===== src/rtl/seg7_pattern_reader.sv =====
// Seven-segment readback: synchronizes an active-low segment pattern,
// waits for it to settle, then decodes it to a hex digit.
module seg7_pattern_reader #(
  parameter int STABLE_CYCLES = 4
) (
  input  logic       CLOCK_50,
  input  logic       Resetn,
  input  logic [6:0] SEG,
  output logic [3:0] digit,
  output logic       digit_valid,
  output logic       is_blank,
  output logic       pattern_err,
  output logic       settled
);

  localparam int CW = $clog2(STABLE_CYCLES + 1);
  localparam logic [CW-1:0] CMAX = CW'(STABLE_CYCLES);
  localparam logic [6:0] BLANK = 7'h7F;

  typedef enum logic {
    HOLD,
    SETTLE
  } state_t;

  state_t        state, state_n;
  logic [6:0]    seg_s1, seg_s2;
  logic [6:0]    prev, prev_n;
  logic [CW-1:0] cnt, cnt_n;
  logic [3:0]    digit_n;
  logic          valid_n, blank_n, err_n;
  logic [3:0]    dec_val;
  logic          dec_ok;

  always_comb begin
    dec_ok  = 1'b1;
    dec_val = 4'h0;
    case (prev)
      7'h40: dec_val = 4'h0;
      7'h79: dec_val = 4'h1;
      7'h24: dec_val = 4'h2;
      7'h30: dec_val = 4'h3;
      7'h19: dec_val = 4'h4;
      7'h12: dec_val = 4'h5;
      7'h02: dec_val = 4'h6;
      7'h78: dec_val = 4'h7;
      7'h00: dec_val = 4'h8;
      7'h10: dec_val = 4'h9;
      7'h08: dec_val = 4'hA;
      7'h03: dec_val = 4'hB;
      7'h46: dec_val = 4'hC;
      7'h21: dec_val = 4'hD;
      7'h06: dec_val = 4'hE;
      7'h0E: dec_val = 4'hF;
      default: dec_ok = 1'b0;
    endcase
  end

  // A change on seg_s2 always wins and restarts the settle count.
  always_comb begin
    state_n = state;
    prev_n  = prev;
    cnt_n   = cnt;
    digit_n = digit;
    valid_n = 1'b0;
    blank_n = is_blank;
    err_n   = pattern_err;
    if (seg_s2 != prev) begin
      prev_n  = seg_s2;
      cnt_n   = CW'(1);
      state_n = SETTLE;
    end else if (state == SETTLE) begin
      if (cnt < CMAX) begin
        cnt_n = cnt + CW'(1);
      end else begin
        state_n = HOLD;
        if (dec_ok) begin
          digit_n = dec_val;
          valid_n = 1'b1;
          blank_n = 1'b0;
          err_n   = 1'b0;
        end else if (prev == BLANK) begin
          blank_n = 1'b1;
          err_n   = 1'b0;
        end else begin
          blank_n = 1'b0;
          err_n   = 1'b1;
        end
      end
    end
  end

  always_ff @(posedge CLOCK_50 or negedge Resetn) begin
    if (!Resetn) begin
      seg_s1      <= BLANK;
      seg_s2      <= BLANK;
      prev        <= BLANK;
      cnt         <= '0;
      state       <= HOLD;
      digit       <= 4'h0;
      digit_valid <= 1'b0;
      is_blank    <= 1'b1;
      pattern_err <= 1'b0;
    end else begin
      seg_s1      <= SEG;
      seg_s2      <= seg_s1;
      prev        <= prev_n;
      cnt         <= cnt_n;
      state       <= state_n;
      digit       <= digit_n;
      digit_valid <= valid_n;
      is_blank    <= blank_n;
      pattern_err <= err_n;
    end
  end

  assign settled = (state == HOLD);

endmodule


===== config.mk =====
export PLATFORM = sky130hd
export DESIGN_NAME = seg7_pattern_reader
export DESIGN_NICKNAME = d
export VERILOG_FILES = /design/src/rtl/seg7_pattern_reader.sv
export SDC_FILE = /design/constraint.sdc
export NUM_CORES = 1
export LEC_CHECK = 0
export ABC_CLOCK_PERIOD_IN_PS = 5400
export CAP_MARGIN = 25
export CELL_PAD_IN_SITES_DETAIL_PLACEMENT = 1
export CELL_PAD_IN_SITES_GLOBAL_PLACEMENT = 1
export CORE_MARGIN = 5
export CORE_UTILIZATION = 50
export CTS_BUF_LIST = sky130_fd_sc_hd__clkbuf_2
export DETAILED_ROUTE_END_ITERATION = 10
export PLACE_DENSITY_LB_ADDON = 0.25
export SETUP_SLACK_MARGIN = 0.02
export SLEW_MARGIN = 20
export SYNTH_ARGS = -nofsm -noshare
export SYNTH_HDL_FRONTEND = slang
export SYNTH_SLANG_ARGS = --single-unit

===== constraint.sdc =====
create_clock -name CLOCK_50 -period 5.4 [get_ports CLOCK_50]
set_clock_uncertainty 0.2 [all_clocks]
set_input_delay 1.08 -clock CLOCK_50 [delete_from_list [all_inputs] [get_ports CLOCK_50]]
set_output_delay 1.08 -clock CLOCK_50 [all_outputs]
set_load 0.1 [all_outputs]

Word level (Yosys, flattened, before mapping)

Cells that the tools add are included.

Output and inout port bits: 8
Input port bits: 9
Register bits after elaboration: 32
Word-level logic and storage cells: 54

Bitwise logic cells: 3
Reductions and logical operators: 7
Add/sub/neg operators: 1
Magnitude comparators: 1
Equality and inequality tests: 17
Mux-type cells: 16

Operators with widths:

| operator                                                         | number |
|---|---|
| 4-bit case mux with 15 select lines                              | 1 |
| 7-bit == test (second input constant)                            | 5 |
| 7-bit by 5-bit == test with 1-bit output (second input constant) | 3 |
| 7-bit by 6-bit == test with 1-bit output (second input constant) | 3 |
| 16-bit OR reduction                                              | 1 |
| 7-bit by 2-bit == test with 1-bit output (second input constant) | 2 |
| 7-bit by 4-bit == test with 1-bit output (second input constant) | 2 |
| 1-bit two-way mux                                                | 12 |
| 3-bit two-way mux                                                | 3 |
| 7-bit by 3-bit == test with 1-bit output (second input constant) | 1 |
| 7-bit logical NOT                                                | 1 |
| 7-bit inequality test                                            | 1 |
| 4-bit AND reduction                                              | 1 |
| 2-bit nonzero test                                               | 2 |
| 3-bit by 1-bit adder with 3-bit output (second input constant)   | 1 |
| 3-bit less-than comparator (second input constant)               | 1 |
| 1-bit NOT                                                        | 3 |
| 3-bit AND reduction                                              | 1 |
| 2-bit AND reduction                                              | 1 |

Longest topological paths before layout

Gate-level depths: netlist of the first run.

Depth in word-level cells: 7
Depth in mapped cells: 6
Depth with buffers taken out: 5

Least setup slack after synthesis of the first run

No wires, ideal clock.

Path kind: register -> output
From: reg state
To: out settled
Cell stages (with the launch flop): 2
Arrival time: 979 ps
Data required time: 4120 ps
Buffers on the path: 0
Slack: 3141 ps
Path through: dfrtp_1 > inv_1

Word-level cells in the longest chain between the ends: 1

RTL lines:

| element                | line | text |
|---|---|---|
| start, declared        | 25   | `state_t state, state_n;` |
| start signal, assigned | 108  | `state <= state_n;` |
| 1-bit NOT              | 116  | `assign settled = (state == HOLD);` |
| end, declared          | 13   | `output logic settled` |

No other way between the ends.

Final worst setup path of the first run

From: reg is_blank
To: out is_blank

RTL lines:

| element                | line | text |
|---|---|---|
| start, declared        | 11   | `output logic is_blank,` |
| start signal, assigned | 111  | `is_blank <= blank_n;` |

No word-level cell between the ends.

==> results of run 1 <==
-- routing by layer --
layer  vias up  global-route usage, %  share of wire, %
li1        455                      -                 -
met1       481                   17.0                42
met2        27                   24.0                49
met3        11                   6.24               5.5
met4         0                   10.6               4.0
met5         -                      0                 0
-- per-stage QoR --
stage	std cells	cell area [um2]	total power (uW)	util (%)
after CTS	170	1670	417	56.2
final	170	1670	409	56.2
after global placement	162	1640	303	55.0
after detailed placement	162	1640	306	55.0
after global routing	170	1670	434	56.2
after floorplan	126	1510	293	-
-- synthesized netlist by cell type, types with 3 or more instances --
library cell	instances
nand3_1	3
or3_1	4
nand2_1	7
xor2_1	4
dfstp_2	22
nand2b_1	4
nor3_1	3
xnor2_2	4
nor2_1	10
buf_4	4
a21oi_1	3
o21ai_0	6
clkbuf_1	7
dfrtp_1	10
-- registers in the layout, summed over array words and instances (netlist names) --
register	cells
prev	7
seg_s1	7
seg_s2	7
digit	4
cnt	3
digit_valid	1
is_blank	1
pattern_err	1
state	1
-- cell families after synthesis --
group | after synthesis | share of synthesized area (%)
xor gates and xnor gates | 10 | 7.78
buffers and inverters | 16 | 6.04
AOI/OAI and AO/OA | 23 | 10.9
muxes | 5 | 4.06
adders and majority gates | 1 | 0.828
and+or+nand+nor | 39 | 15.6
DFF | 32 | 54.8
-- worst paths after layout --
check / startpoint / end / slack, ns
max in group asynchronous: Resetn / seg_s2[3] / 3.78
min reg2reg: seg_s2[3] / prev[3] / 0.16
min in group asynchronous: Resetn / state / 0.89
max reg2reg: prev[3] / digit[1] / 3.13
max: is_blank / is_blank / 2.06
min: seg_s2[3] / prev[3] / 0.16
-- power by group --
group	internal, uW	leakage, uW	switching (uW)
Sequential	255	0.000360	11.9
Combinational	17.3	0.000330	17.4
Clock	31.1	0.0000281	76.1
-- cells in the final DEF (no fill, tap or decap), types with 2 or more instances in the layout --
cell type	instances
nor3_1	3
nor2_1	10
dfrtp_1	10
or3_1	4
nand3_1	3
mux2_4	2
clkbuf_2	6
nand2_1	7
xnor2_2	4
dfstp_2	22
xor2_1	4
mux2i_1	2
nand2b_1	4
xnor2_1	2
a21oi_1	3
o221ai_1	2
o21ai_0	6
inv_1	2
clkinv_1	2
clkdlybuf4s50_1	16
-- cell type report --
cell class                 count  area [um2]  area share (%)
clock buffer                   6        30.0            1.79
clock inverter                 2        7.51           0.448
inverter                       2        7.51           0.448
multi-input combinational     78         592            35.4
sequential                    32         828            49.5
tap                           33        41.3            2.47
timing repair buffer          17         168            10.0
==> flow_summary.json, run 1 <==
{
  "whs_ns": 0.165,
  "holdCritPathClass": "register to register",
  "numPortBuffers": 16,
  "clk_pin_slew_worst_paths_ns": 0.16,
  "wirelength_mm": 2.68,
  "wl_per_cell_um": 15.8,
  "worst_slew_pin_slew_ns": 0.969,
  "tns_ns": 0,
  "die_height_um": 65.0,
  "period_needed_ns": 3.34,
  "dieArea_mm2": 0.00422,
  "synthFlopType": "dfstp_2",
  "die_x_um": 65.0,
  "cp_max_fo": 2,
  "cp.arrival_ns": 2.06,
  "cp_cell_sequence": "clkdlybuf4s50_1",
  "ioPinCount": 17,
  "clock_path_buffers": 2,
  "rr_worst_depth": 5,
  "ys_seq_area_share_pct": 54.8,
  "rsz0062_at_grt": "no",
  "maxCapViolCount": 0,
  "core_mm2": 0.00298,
  "grt_max_degree": 33,
  "cp_top_family": "buffers and inverters",
  "fillers": 326,
  "drive_gt1_share_pct": 29.2,
  "min_path_cells": 0,
  "worstSetupPathType": "register to primary output",
  "synth_edf_count": 0,
  "fmax_ghz": 0.299,
  "clock_latency_ns": 0.36,
  "cp.required_ns": 4.12,
  "final.period_utilization_pct": 61.9,
  "grt_pass1_wl_mm": 4.76,
  "area_delta_synth_final_pct": 10.8,
  "power.density_mw_per_mm2": 244,
  "grt_util_all_layers_pct": 15.4,
  "via_count": 974,
  "antenna_found_initial": 0,
  "pre_cts_ws_ns": 2.48,
  "slew_violations": 0,
  "slowest_stage": "clkdlybuf4s50_1",
  "ys_warn_count": 0,
  "synth.largest_area_cell": "dfstp_2",
  "synth_nets": 136,
  "synth.area.top_cells": "dfstp_2 38%, dfrtp_1 17%, xnor2_2 4.3%",
  "max_stage_delay_ns": 1.13,
  "cts_made_buffers": 5,
  "htreeDepth": 2,
  "status": "finished clean",
  "path_buf_inv": 1,
  "endpoint_kind": "primary output",
  "rows": 20,
  "start_util_pct": 50.8,
  "synth_cells": 126,
  "cts_resized": 0,
  "cts_tree": "done",
  "critPathLaunchType": "register",
  "syn_area_per_cell_um2": 12.0,
  "setup_violations": 0,
  "ys_seq_elements": 32,
  "drtIter0Drc": 41,
  "vias_per_cell": 5.73,
  "peakVddDrop_v": 0.000157,
  "cts_sinks": 32,
  "final_antenna_net_count": 0,
  "post-cts-setup-buffer-count": 0,
  "power.leakage_uw": 0.000719,
  "layout.nets": 146,
  "cts_root_buf": "clkbuf_2",
  "synth_top_area_share_pct": 38.2,
  "synthesis.area_mm2": 0.00151,
  "hpwl_mm": 2.00,
  "drcViolationCount": 0,
  "grt_pass1_vias": 1051,
  "grt.overflow.total": 0,
  "first_pass_iters": 4,
  "synthArstFlopShare_pct": 100,
  "ctsHoldBuffers": 0,
  "slew_headroom_pct": 35.2,
  "cp.depth": 1,
  "ys_types": 43,
  "setup_slack_ns": 2.06,
  "antenna_cells": 0,
  "gp_congestion": 0.819,
  "hold_violations": 0
}
No activity file was read; power rests on OpenSTA's default activity.
==> inputs of run 2 (changes only) <==
--- a/config.mk
+++ b/config.mk
@@ -5,12 +5,12 @@
 export SDC_FILE = /design/constraint.sdc
 export NUM_CORES = 1
 export LEC_CHECK = 0
-export ABC_CLOCK_PERIOD_IN_PS = 5400
+export ABC_CLOCK_PERIOD_IN_PS = 3450
 export CAP_MARGIN = 25
 export CELL_PAD_IN_SITES_DETAIL_PLACEMENT = 1
 export CELL_PAD_IN_SITES_GLOBAL_PLACEMENT = 1
 export CORE_MARGIN = 5
-export CORE_UTILIZATION = 50
+export CORE_UTILIZATION = 46
 export CTS_BUF_LIST = sky130_fd_sc_hd__clkbuf_2
 export DETAILED_ROUTE_END_ITERATION = 10
 export PLACE_DENSITY_LB_ADDON = 0.25
==> constraint.sdc (replaced) <==
create_clock -name CLOCK_50 -period 3.45 [get_ports CLOCK_50]
set_clock_uncertainty 0.2 [all_clocks]
set_input_delay 0.69 -clock CLOCK_50 [delete_from_list [all_inputs] [get_ports CLOCK_50]]
set_output_delay 0.69 -clock CLOCK_50 [all_outputs]
set_load 0.1 [all_outputs]
==> run 2 against run 1 <==
  * Register-to-register slack lost 2.0 ns
  * Count of clock-buffer cells in the layout shrank 1
  * Clock power grew 64%
  * Largest power group unchanged
  * Non-clock buffer count is the same
  * Die area grew 7.3%
  * Power grew 58%
  * Hold slack lost 0.0080 ns
  * Largest cell class unchanged
  * Combinational power grew 55%
  * Flip-flop and latch count is the same
  * Sequential share of layout area is the same
==> flow_summary.json, run 2 (synthesized netlist as in run 1, its figures left out) <==
{
  "largestRegisters": "prev (7), seg_s1 (7), seg_s2 (7)",
  "die_x_um": 67.3,
  "layout_common_cells": "22 x dfstp_2, 10 x nor2_1, 10 x dfrtp_1",
  "final.period_utilization_pct": 65.9,
  "start_util_pct": 48.7,
  "status": "finished clean",
  "numPortBuffers": 16,
  "final_antenna_net_count": 0,
  "drtIter0Drc": 25,
  "grt_pass1_wl_mm": 4.67,
  "grt_util_all_layers_pct": 14.3,
  "area_delta_synth_final_pct": 10.8,
  "hold_violations": 0,
  "cp_cell_sequence": "xor2_1 -> or4_4 -> nor2_8 -> o31ai_2 -> mux2_4",
  "antenna_cells": 0,
  "slew_violations": 0,
  "clk_pin_slew_worst_paths_ns": 0.17,
  "htreeDepth": 2,
  "max_stage_delay_ns": 0.67,
  "drcViolationCount": 0,
  "rsz0062_at_grt": "no",
  "slowest_stage": "dfstp_2",
  "peakVddDrop_v": 0.000262,
  "cp_max_fo": 10,
  "finalPower_uw": 646,
  "cts_root_buf": "clkbuf_2",
  "drive_gt1_share_pct": 36.5,
  "layout.nets": 146,
  "slew_headroom_pct": 60.1,
  "via_count": 931,
  "antenna_found_initial": 0,
  "grt.overflow.total": 0,
  "maxCapViolCount": 0,
  "power.density_mw_per_mm2": 386,
  "grt_max_degree": 33,
  "ioPinCount": 17,
  "core_mm2": 0.00310,
  "ctsHoldBuffers": 0,
  "hpwl_mm": 2.04,
  "vias_per_cell": 5.14,
  "final_common_cell": "dfstp_2",
  "dieArea_mm2": 0.00453,
  "worstSetupPathType": "register to register",
  "holdCritPathClass": "register to register",
  "fmax_ghz": 0.440,
  "place_area_mm2": 0.00163,
  "cts_resized": 0,
  "tns_ns": 0,
  "clock_latency_ns": 0.37,
  "post-cts-setup-buffer-count": 0,
  "die_height_um": 67.3,
  "cts_made_buffers": 5,
  "wirelength_mm": 2.63,
  "critPathLaunchType": "register",
  "grt_pass1_vias": 991,
  "cts_sinks": 32,
  "gp_congestion": 0.791,
  "rows": 20,
  "power.leakage_uw": 0.000740,
  "first_pass_iters": 4,
  "cp.arrival_ns": 2.34,
  "final_area_mm2": 0.00167,
  "wl_per_cell_um": 14.5,
  "cts_tree": "done",
  "worst_slew_pin_slew_ns": 0.597,
  "endpoint_kind": "register",
  "clock_path_buffers": 2,
  "setup_violations": 0,
  "period_needed_ns": 2.27,
  "cp.required_ns": 3.51
}
run 2: layer usage:
layer	global-route usage (%)	vias to the layer above	share of wire [%]
met5	0	-	0
met4	5.82	0	1.8
met3	5.16	6	5.7
met2	24.2	19	52
met1	16.3	452	40
li1	-	454	-
run 2: final timing paths:
kind                        endpoint      start  slack, ns  cells past startpoint
max                         digit[0]    prev[5]       1.18                      5
min                        seg_s2[5]  seg_s1[5]       0.16                      0
max reg2reg                 digit[0]    prev[5]       1.18                      5
min reg2reg                seg_s2[5]  seg_s1[5]       0.16                      0
max in group asynchronous  seg_s1[0]     Resetn       2.25                      2
min in group asynchronous     cnt[2]     Resetn       0.47                      2
run 2: cell type report:
type	instances	area (um2)
multi-input cells	78	592
fillers	344	1430
repair buffers	17	148
clock inverters	3	18.8
clock buffers	5	25.0
well taps	44	55.1
flip-flops and latches	32	828
inverters	2	7.51
run 2: worst max-delay path, delay by kind of cell, from the launching register on:
family,cells,cell delay [ns]
mux,1,0.32
simple gates,2,0.73
compound gates,1,0.11
flops,1,0.67
xor+xnor,1,0.13
run 2: stage by stage:
step / hold slack, ns / worst slack [ns] / std cells / utilization, %
CTS: 0.171 / 1.15 / 181 / 54.0
global route: 0.178 / 1.05 / 181 / 54.0
finish: 0.157 / 1.18 / 181 / 54.0
detailed placement: 0.147 / 1.22 / 173 / 52.5
global placement: 0.146 / 1.25 / 173 / 52.5
floorplan: 0.145 / 1.32 / 126 / -
run 2: where the power goes:
group          internal, uW  switching, uW
Sequential              399           18.7
Clock                  48.8            126
Combinational          27.0           26.8
